$ cat src/rtl/sdram_pkg.sv
// Shared SDRAM definitions: FSM state encoding, data width and capture region defaults
// used by both the write and read paths.
package sdram_pkg;

  typedef enum logic [1:0] {
    IDLE      = 2'b00,
    GO        = 2'b01,
    FILL      = 2'b10,
    WAIT_DONE = 2'b11
  } sdram_state_t;

  localparam int unsigned SDRAM_DATA_W       = 32;
  localparam logic [31:0] SDRAM_BASE_ADDR    = 32'h0000_0000;
  localparam logic [31:0] SDRAM_REGION_BYTES = 32'h0001_0000;

endpackage

$ cat src/rtl/sdram_write.sv
// Burst writer: streams capture samples into a circular SDRAM region via the write master.
// Optional SDRAM_WRITE_DROP_CNT_EN adds a saturating drop_count output.
module sdram_write
  import sdram_pkg::*;
#(
  parameter logic [31:0] BASE_ADDR    = SDRAM_BASE_ADDR,
  parameter logic [31:0] REGION_BYTES = SDRAM_REGION_BYTES,
  parameter logic [31:0] BURST_BYTES  = 32'd64
) (
  input  logic                    clk,
  input  logic                    reset,
  input  logic                    start_write,
  input  logic                    sample_valid,
  input  logic [SDRAM_DATA_W-1:0] sample_data,
  output logic                    sample_ready,
  output logic                    control_fixed_location,
  output logic [31:0]             control_write_base,
  output logic [31:0]             control_write_length,
  output logic                    control_go,
  input  logic                    control_done,
  output logic                    user_write_buffer,
  output logic [SDRAM_DATA_W-1:0] user_buffer_data,
  input  logic                    user_buffer_full,
  output logic                    busy,
  output logic                    write_done,
  output logic                    overrun,
`ifdef SDRAM_WRITE_DROP_CNT_EN
  output logic [15:0]             drop_count,
`endif
  output logic [31:0]             wr_address
);

  localparam int unsigned WORDS = BURST_BYTES / 4;
  localparam int unsigned CNT_W = $clog2(WORDS + 1);
  localparam logic [CNT_W-1:0] CNT_LOAD = CNT_W'(WORDS);

  sdram_state_t     r_state;
  logic [CNT_W-1:0] r_cnt;
  logic [31:0]      r_wr_address;
  logic             r_go;
  logic             r_write_done;
  logic             r_overrun;

  logic             w_ready;
  logic             w_push;
  logic             w_drop;
  logic [31:0]      w_next_addr;
  logic [31:0]      w_region_end;

  assign w_ready      = (r_state == FILL) && (r_cnt != '0) && !user_buffer_full;
  assign w_push       = sample_valid && w_ready;
  assign w_drop       = sample_valid && !w_ready;
  assign w_next_addr  = r_wr_address + BURST_BYTES;
  assign w_region_end = BASE_ADDR + REGION_BYTES;

  assign sample_ready           = w_ready;
  assign user_write_buffer      = w_push;
  assign user_buffer_data       = sample_data;
  assign control_fixed_location = 1'b0;
  assign control_write_base     = r_wr_address;
  assign control_write_length   = BURST_BYTES;
  assign control_go             = r_go;
  assign busy                   = (r_state != IDLE);
  assign write_done             = r_write_done;
  assign overrun                = r_overrun;
  assign wr_address             = r_wr_address;

  always_ff @(posedge clk or posedge reset) begin
    if (reset) begin
      r_state      <= IDLE;
      r_cnt        <= '0;
      r_wr_address <= BASE_ADDR;
      r_go         <= 1'b0;
      r_write_done <= 1'b0;
      r_overrun    <= 1'b0;
    end else begin
      r_go         <= 1'b0;
      r_write_done <= 1'b0;
      if (w_drop)
        r_overrun <= 1'b1;
      case (r_state)
        IDLE: begin
          // control_go is raised on entry so it is high for exactly the GO cycle
          if (start_write) begin
            r_state <= GO;
            r_go    <= 1'b1;
          end
        end
        GO: begin
          r_cnt   <= CNT_LOAD;
          r_state <= FILL;
        end
        FILL: begin
          if (w_push) begin
            r_cnt <= r_cnt - CNT_W'(1);
            if (r_cnt == CNT_W'(1))
              r_state <= WAIT_DONE;
          end
        end
        WAIT_DONE: begin
          if (control_done) begin
            r_wr_address <= (w_next_addr == w_region_end) ? BASE_ADDR : w_next_addr;
            r_write_done <= 1'b1;
            r_state      <= IDLE;
          end
        end
        default: r_state <= IDLE;
      endcase
    end
  end

`ifdef SDRAM_WRITE_DROP_CNT_EN
  logic [15:0] r_drop_count;

  always_ff @(posedge clk or posedge reset) begin
    if (reset)
      r_drop_count <= '0;
    else if (w_drop && (r_drop_count != '1))
      r_drop_count <= r_drop_count + 16'd1;
  end

  assign drop_count = r_drop_count;
`endif

endmodule

$ cat config.mk
export PLATFORM = sky130hd
export DESIGN_NAME = sdram_write
export DESIGN_NICKNAME = d
export VERILOG_FILES = /design/src/rtl/sdram_pkg.sv /design/src/rtl/sdram_write.sv
export SDC_FILE = /design/constraint.sdc
export NUM_CORES = 1
export LEC_CHECK = 0
export BUFFER_PORTS_ARGS = -buffer_cell sky130_fd_sc_hd__buf_4
export CAP_MARGIN = 20
export CORE_ASPECT_RATIO = 1.75
export CORE_UTILIZATION = 45
export DETAILED_ROUTE_END_ITERATION = 10
export HOLD_SLACK_MARGIN = 0.02
export MAX_ROUTING_LAYER = met4
export PLACE_DENSITY = 0.81
export SYNTH_ARGS = -nofsm -noshare
export SYNTH_HDL_FRONTEND = slang
export SYNTH_SLANG_ARGS = --single-unit
$ cat constraint.sdc
create_clock -name clk -period 2.97 [get_ports clk]
set_clock_uncertainty 0.05 [all_clocks]
set_input_delay 0.297 -clock clk [delete_from_list [all_inputs] [get_ports clk]]
set_output_delay 0.297 -clock clk [all_outputs]
set_load 0.005 [all_outputs]
==> impl_metrics.json, run 1 <==
{
  "fin_ws_ns": 0.3548,
  "netlist_top_cells_area": "dfrtp_1 31%, buf_4 26%, xnor2_1 6.0%",
  "tightestPinTransition_ns": 0.5971,
  "rows": 38,
  "internal_power_uw": 925.3,
  "post_synth_num_cell_types": 50,
  "cts.reportedPaths.clkPinSlew_ns": 0.07,
  "initial_core_utilization_pct": 47.15,
  "leakagePower_uw": 0.001455,
  "synth_area_leader_cell": "dfrtp_1",
  "tritoncts": "done",
  "p_comb_share_pct": 32.9,
  "fillCellCount": 608,
  "status": "completed",
  "design_power_total_uw": 1441,
  "grt_pass1_vias": 1993,
  "via_per_inst": 5.071,
  "layout_worst_path_cycle_share_pct": 88.05,
  "multiInputGateArea_sq_um": 1358,
  "yosysWarningCount": 0,
  "timing.final.max_slew_violations": 0,
  "holdWs_ns": 0.05321,
  "global_route.overflow_total": 0,
  "hpwlAfterDp_mm": 4.133,
  "fin_hold_viols": 0,
  "critPathKind": "reg -> reg",
  "clock_tree.buffer_depth": 2,
  "critical_path_buf_inv_count": 0,
  "ys_ff_latch": 36,
  "num_antenna_cells": 0,
  "power_density_nw_per_um2": 486.7,
  "postRouteWirelength_mm": 5.355,
  "synth_top_area_share_pct": 30.68,
  "timing.fmax_ghz": 0.3824,
  "drive_above_1_share_pct": 23.53,
  "worst-endpoint-arrival_ns": 2.74,
  "gp_routability_congestion": 0.9189,
  "syn-mean-instance-area_sq_um": 8.740,
  "netlist_instances": 336,
  "clock_tree.htree_level_count": 2,
  "worst_path_largest_cell_delay_ns": 0.47,
  "cts_buffers": 5,
  "final_util_pct": 47.55,
  "sequential_cell_area_sq_um": 900.9,
  "drt_first_pass_iters": 4,
  "totalNegativeSetupSlack_ns": 0,
  "cp-end-kind": "flip-flop",
  "asyncSetResetFlopFracSynth_pct": 100.0,
  "netSwitchingPower_uw": 516.0,
  "setup.worst_path.start_class": "flip-flop",
  "routedWlPerCell_microns": 12.75,
  "ioPinCount": 173,
  "critical-path-top-cell-by-count": "o21ai_0",
  "share_clk_of_total_power_pct": 22.9,
  "grt_setup_unrepaired": "no",
  "die_height_microns": 108.9,
  "largest_net_degree_at_the_start_of_global_routing": 37,
  "tritoncts_num_sinks": 36,
  "synthFlopType": "dfrtp_1",
  "grt_pass1_wl_mm": 8.728,
  "worst_path_dominant_cell_family": "simple AND/OR/NAND/NOR gates",
  "clk_latency_ns": 0.29,
  "max-slew-margin-rel_pct": 59.77,
  "design.final.nets": 387,
  "critical_path.max_fanout": 11,
  "switching_share_pct": 35.80,
  "clock-root-buffer": "clkbuf_8",
  "pre_cts_ws_ns": 0.1426,
  "synth_area_sq_um": 2937,
  "detail_route.drc_violations": 0,
  "fp.dieArea_sq_um": 6866,
  "port_buffer_count": 63,
  "drtAntennaViolNets": 0,
  "setup_viol": 0,
  "die_w_microns": 63.07,
  "core_area_sq_um": 6228,
  "gr-usage-all-layers_pct": 16.55,
  "vdd.ir_drop.worst_v": 0.0003331,
  "worst_hold_path_type": "in -> async",
  "yosysSeqAreaShare_pct": 30.68,
  "max_cap_viol_count": 0,
  "post-cts-setup-buffers": 0,
  "via_count": 2130,
  "timing.critical_path.required_ns": 3.09,
  "number_of_enable_type_register_cells_in_the_synthesized_netlist": 0,
  "worst_path_cell_chain": "ha_2 -> nand4_1 -> nor4_2 -> mux2_2 -> o21ai_0 -> o2111ai_1 -> nor3_1 -> o21ai_0",
  "drt_iter0_markers": 53,
  "cp_slowest_cell": "dfrtp_1",
  "power.sequential.fraction_pct": 44.2,
  "finalWorstPathRequiredPeriod_ns": 2.615,
  "initial_antenna_violation_count": 0,
  "syn2layout_area_growth_pct": 0.8522
}
## Yosys cell counts (all sizes together), types with 3 or more instances
cell    number
inv         11
nand2       29
a21oi        3
and3         5
clkbuf       6
o31ai        3
ha           9
nand3       11
nor3         6
or4          3
nor4         4
and2         5
nand4       10
xnor2       20
o21ai       16
xor2         7
buf        104
dfrtp       36
nand2b       4
nor2        14
## registers in the layout, summed over array words and instances (netlist names)
register	count
control_write_base	26
r_cnt	5
r_state	2
control_go	1
overrun	1
write_done	1
## path summary, 6_finish.rpt
check	startpoint	to	slack [ns]	cells after the start
worst max-delay path	control_write_base[6]	control_write_base[7]	0.35	8
worst min-delay path	reset	control_write_base[9]	0.05	3
worst max register to register	control_write_base[6]	control_write_base[7]	0.35	8
worst min register to register	overrun	overrun	0.44	1
max in group asynchronous	reset	control_write_base[24]	2.50	3
min in group clk	start_write	control_go	0.18	2
## power groups by stage
| stage | Combinational (uW) | Clock, uW | Sequential (uW) |
|---|---|---|---|
| 6_report | 474 | 330 | 637 |
| 4_1_cts | 478 | 339 | 636 |
| 3_5_place_dp | 476 | 0 | 646 |
| 5_1_grt | 534 | 361 | 652 |
| 3_3_place_gp | 464 | 0 | 637 |
| 2_1_floorplan | 414 | 0 | 621 |
## worst reg2reg max path, delay by kind of cell, from the launching register on
kind	cells	cell delay (ns)
multiplexers	1	0.38
adder cells (fa/ha/maj)	1	0.33
AND/OR/NAND/NOR	3	0.79
flip-flops	1	0.47
AO/OA/AOI/OAI	3	0.47
## routing by layer
metal / track usage [%] / routed length [microns] / vias to the layer above
li1: - / - / 995
met1: 15.64 / 1861 / 1004
met2: 29.88 / 2903 / 110
met3: 4.184 / 442 / 21
met4: 9.635 / 148 / 0
met5: - / 0 / -
## repair_timing
| action | 4_1_cts | 5_1_grt |
|---|---|---|
| hold endpoints to repair | 0 | 0 |
| hold buffers | 0 | 0 |
| endpoints found under the setup margin | 0 | 3 |
| resized for setup | 0 | 2 |
## cell usage in the layout (no fill, tap or decap), types with 5 or more instances in the layout
cell / synthesis / layout
and3_1: 5 / 5
and2_1: 5 / 5
nand3_1: 11 / 11
ha_1: 9 / 8
xor2_1: 7 / 7
nand2_1: 29 / 29
clkbuf_8: 0 / 5
conb_1: 2 / 45
xnor2_1: 20 / 20
o21ai_0: 15 / 15
inv_1: 11 / 11
nor2_1: 14 / 14
nor3_1: 6 / 6
buf_4: 103 / 64
dfrtp_1: 36 / 36
nand4_1: 8 / 8
## area by class of cell
cell class | count | area share [%]
timing repair buffer | 64 | 16.22
clock buffer | 6 | 2.450
inverter | 12 | 1.521
sequential | 36 | 30.42
tap | 80 | 3.380
clock inverter | 1 | 0.1690
multi-input combinational | 221 | 45.84
## cell families after synthesis
group                      count (synthesis)  synth area share (%)
and+or+nand+nor                          100                 19.17
buffers and inverters                    122                 28.89
xor gates and xnor gates                  27                 8.053
other                                      2                0.2557
adders and majority gates                  9                 3.835
DFF                                       36                 30.68
muxes                                      2                0.7243
AOI/OAI and AO/OA                         38                 8.394
## metrics by stage
step | instance area, sq um | instances
floorplan | 3098 | 379
global placement | 2875 | 413
detailed placement | 2875 | 413
CTS | 2953 | 420
global route | 2962 | 420
finish | 2962 | 420
Note: power is estimated with default switching activity, not from simulation.
==> run 2: changes to the inputs <==
Settings changed: GPL_TIMING_DRIVEN from default to 0, REMOVE_ABC_BUFFERS from default to 1.
==> run 2 against run 1 <==
Highest routed layer unchanged. Sequential power increased by 0.6%. Wire length increased by 30%. Combinational power shrank 1%. Maximum frequency down 2.0%. Sequential share of layout area is 0.48 points lower. Clock power rose by 12%. Utilization increased by 0.76 points. Die area stayed put. Critical path depth is the same. Largest cell class unchanged. Via count rose by 2.1%. Total power up 2.5%.
==> impl_metrics.json, run 2 (synthesis gave the netlist of run 1 again) <==
{
  "status": "completed",
  "die_w_microns": 63.07,
  "clock-root-buffer": "clkbuf_8",
  "timing.final.max_slew_violations": 0,
  "global_route.overflow_total": 0,
  "via_count": 2175,
  "die_height_microns": 108.9,
  "design.final.nets": 388,
  "route.met3.wl_mm": 1.017,
  "hpwlAfterDp_mm": 5.452,
  "grt_setup_unrepaired": "no",
  "initial_antenna_violation_count": 0,
  "tritoncts": "done",
  "fillCellCount": 596,
  "setup.worst_path.start_class": "flip-flop",
  "leakagePower_uw": 0.001488,
  "fin_hold_viols": 0,
  "grt_pass1_vias": 1992,
  "cts.reportedPaths.clkPinSlew_ns": 0.08,
  "worst_path_largest_cell_delay_ns": 0.49,
  "worst_path_dominant_cell_family": "simple AND/OR/NAND/NOR gates",
  "cp_slowest_cell": "dfrtp_1",
  "critical-path-top-cell-by-count": "o21ai_0",
  "tritoncts_num_sinks": 36,
  "worst-endpoint-arrival_ns": 2.80,
  "drt_iter0_markers": 84,
  "post_cts_hold_buffer_count": 0,
  "totalNegativeSetupSlack_ns": 0,
  "max-slew-margin-rel_pct": 41.67,
  "largest_net_degree_at_the_start_of_global_routing": 23,
  "core_area_sq_um": 6228,
  "cts_buffers": 5,
  "final_cell_count_no_fill": 422,
  "topRoutingLayerUsed": "met4",
  "tightestPinTransition_ns": 0.8741,
  "multiInputGateArea_sq_um": 1375,
  "rows": 38,
  "finalWorstPathRequiredPeriod_ns": 2.668,
  "fp.dieArea_sq_um": 6866,
  "dpl_cells": 413,
  "timing.critical_path.required_ns": 3.10,
  "ioPinCount": 173,
  "vdd.ir_drop.worst_v": 0.0001911,
  "syn2layout_area_growth_pct": 2.471,
  "gp_routability_congestion": 0.8942,
  "setup_viol": 0,
  "timing.fmax_ghz": 0.3748,
  "drt_first_pass_iters": 4,
  "sequential_cell_area_sq_um": 900.9,
  "crit_reg_reg_endpoint": "control_write_base[7]",
  "via_per_inst": 5.154,
  "gr-usage-all-layers_pct": 21.75,
  "clock_tree.htree_level_count": 2,
  "cp-end-kind": "flip-flop",
  "detail_route.drc_violations": 0,
  "largest_register_ffs": 26,
  "critPathKind": "reg -> reg",
  "r2r.worst_path.cells": 8,
  "reg2reg_slack_ns": 0.30,
  "max_cap_viol_count": 0,
  "critical_r2r_launch": "control_write_base[6]",
  "met1Wirelength_mm": 2.389,
  "drive_above_1_share_pct": 24.27,
  "critical_path.max_fanout": 11,
  "grt_pass1_wl_mm": 10.65,
  "num_antenna_cells": 0,
  "layout.cells.most_common_list": "64 x buf_4, 45 x conb_1, 36 x dfrtp_1, 29 x nand2_1, 20 x xnor2_1",
  "worst_path_cell_chain": "ha_2 -> nand4_1 -> nor4_4 -> mux2_2 -> o21ai_0 -> o2111ai_1 -> nor3_1 -> o21ai_0",
  "critical_path.startpoint": "control_write_base[6]",
  "clk_latency_ns": 0.30,
  "critical_path_buf_inv_count": 0,
  "power_density_nw_per_um2": 491.0,
  "postRouteWirelength_mm": 6.975,
  "drtAntennaViolNets": 0,
  "routedWlPerCell_microns": 16.53,
  "port_buffer_count": 63,
  "layout.cells.most_common": "buf_4",
  "layout_worst_path_cycle_share_pct": 89.83,
  "worst_hold_path_type": "in -> async",
  "initial_core_utilization_pct": 47.15,
  "wl_met2_mm": 3.382,
  "clock_tree.buffer_depth": 2,
  "holdWs_ns": 0.1314
}
run 2: report_power, final:
group          internal (uW)  switching, uW
combinational            213            256
clock                    185            183
sequential               552           88.5
run 2: how the worst max path moves through the flow:
stage,end,cells past startpoint,slack [ns]
after global placement,control_write_base[7],8,0.13
after global routing,control_write_base[7],7,0.03
after CTS,control_write_base[7],8,0.05
after floorplan,control_write_base[16],8,0.51
after detailed placement,control_write_base[7],8,0.07
final,control_write_base[7],8,0.30
run 2: metrics by stage:
| step | total power (uW) | utilization, % | setup slack [ns] | instance area (sq um) |
|---|---|---|---|---|
| global placement | 1087 | 46.04 | 0.1308 | 2868 |
| floorplan | 916.8 | - | 0.5102 | 2295 |
| finish | 1477 | 48.31 | 0.3021 | 3009 |
| CTS | 1492 | 47.77 | 0.04644 | 2975 |
| detailed placement | 1119 | 46.28 | 0.06911 | 2883 |
| global route | 1586 | 48.31 | 0.03043 | 3009 |
run 2: routing by layer:
| layer | vias to the layer above | track usage (%) |
|---|---|---|
| met5 | - | - |
| met4 | 0 | 10.13 |
| met3 | 13 | 13.39 |
| met2 | 140 | 34.41 |
| met1 | 1037 | 20.76 |
| li1 | 985 | - |
run 2: final cells by class:
class | count | area share (%)
well taps | 80 | 3.326
clock buffers | 6 | 2.744
flip-flops and latches | 36 | 29.94
repair buffers | 65 | 16.47
clock inverters | 2 | 0.3326
inverters | 12 | 1.497
multi-input cells | 221 | 45.70
run 2: worst reg2reg max path, stage by stage, from the launching register on:
cell and delay (ns):
dfrtp_1 0.49, ha_2 0.35, nand4_1 0.28, nor4_4 0.28, mux2_2 0.37, o21ai_0 0.15, o2111ai_1 0.21, nor3_1 0.25
o21ai_0 0.12
run 2: repair_timing:
action,in CTS,in global routing
resized for setup,0,4
buffers inserted,0,1
setup endpoints to repair,0,3
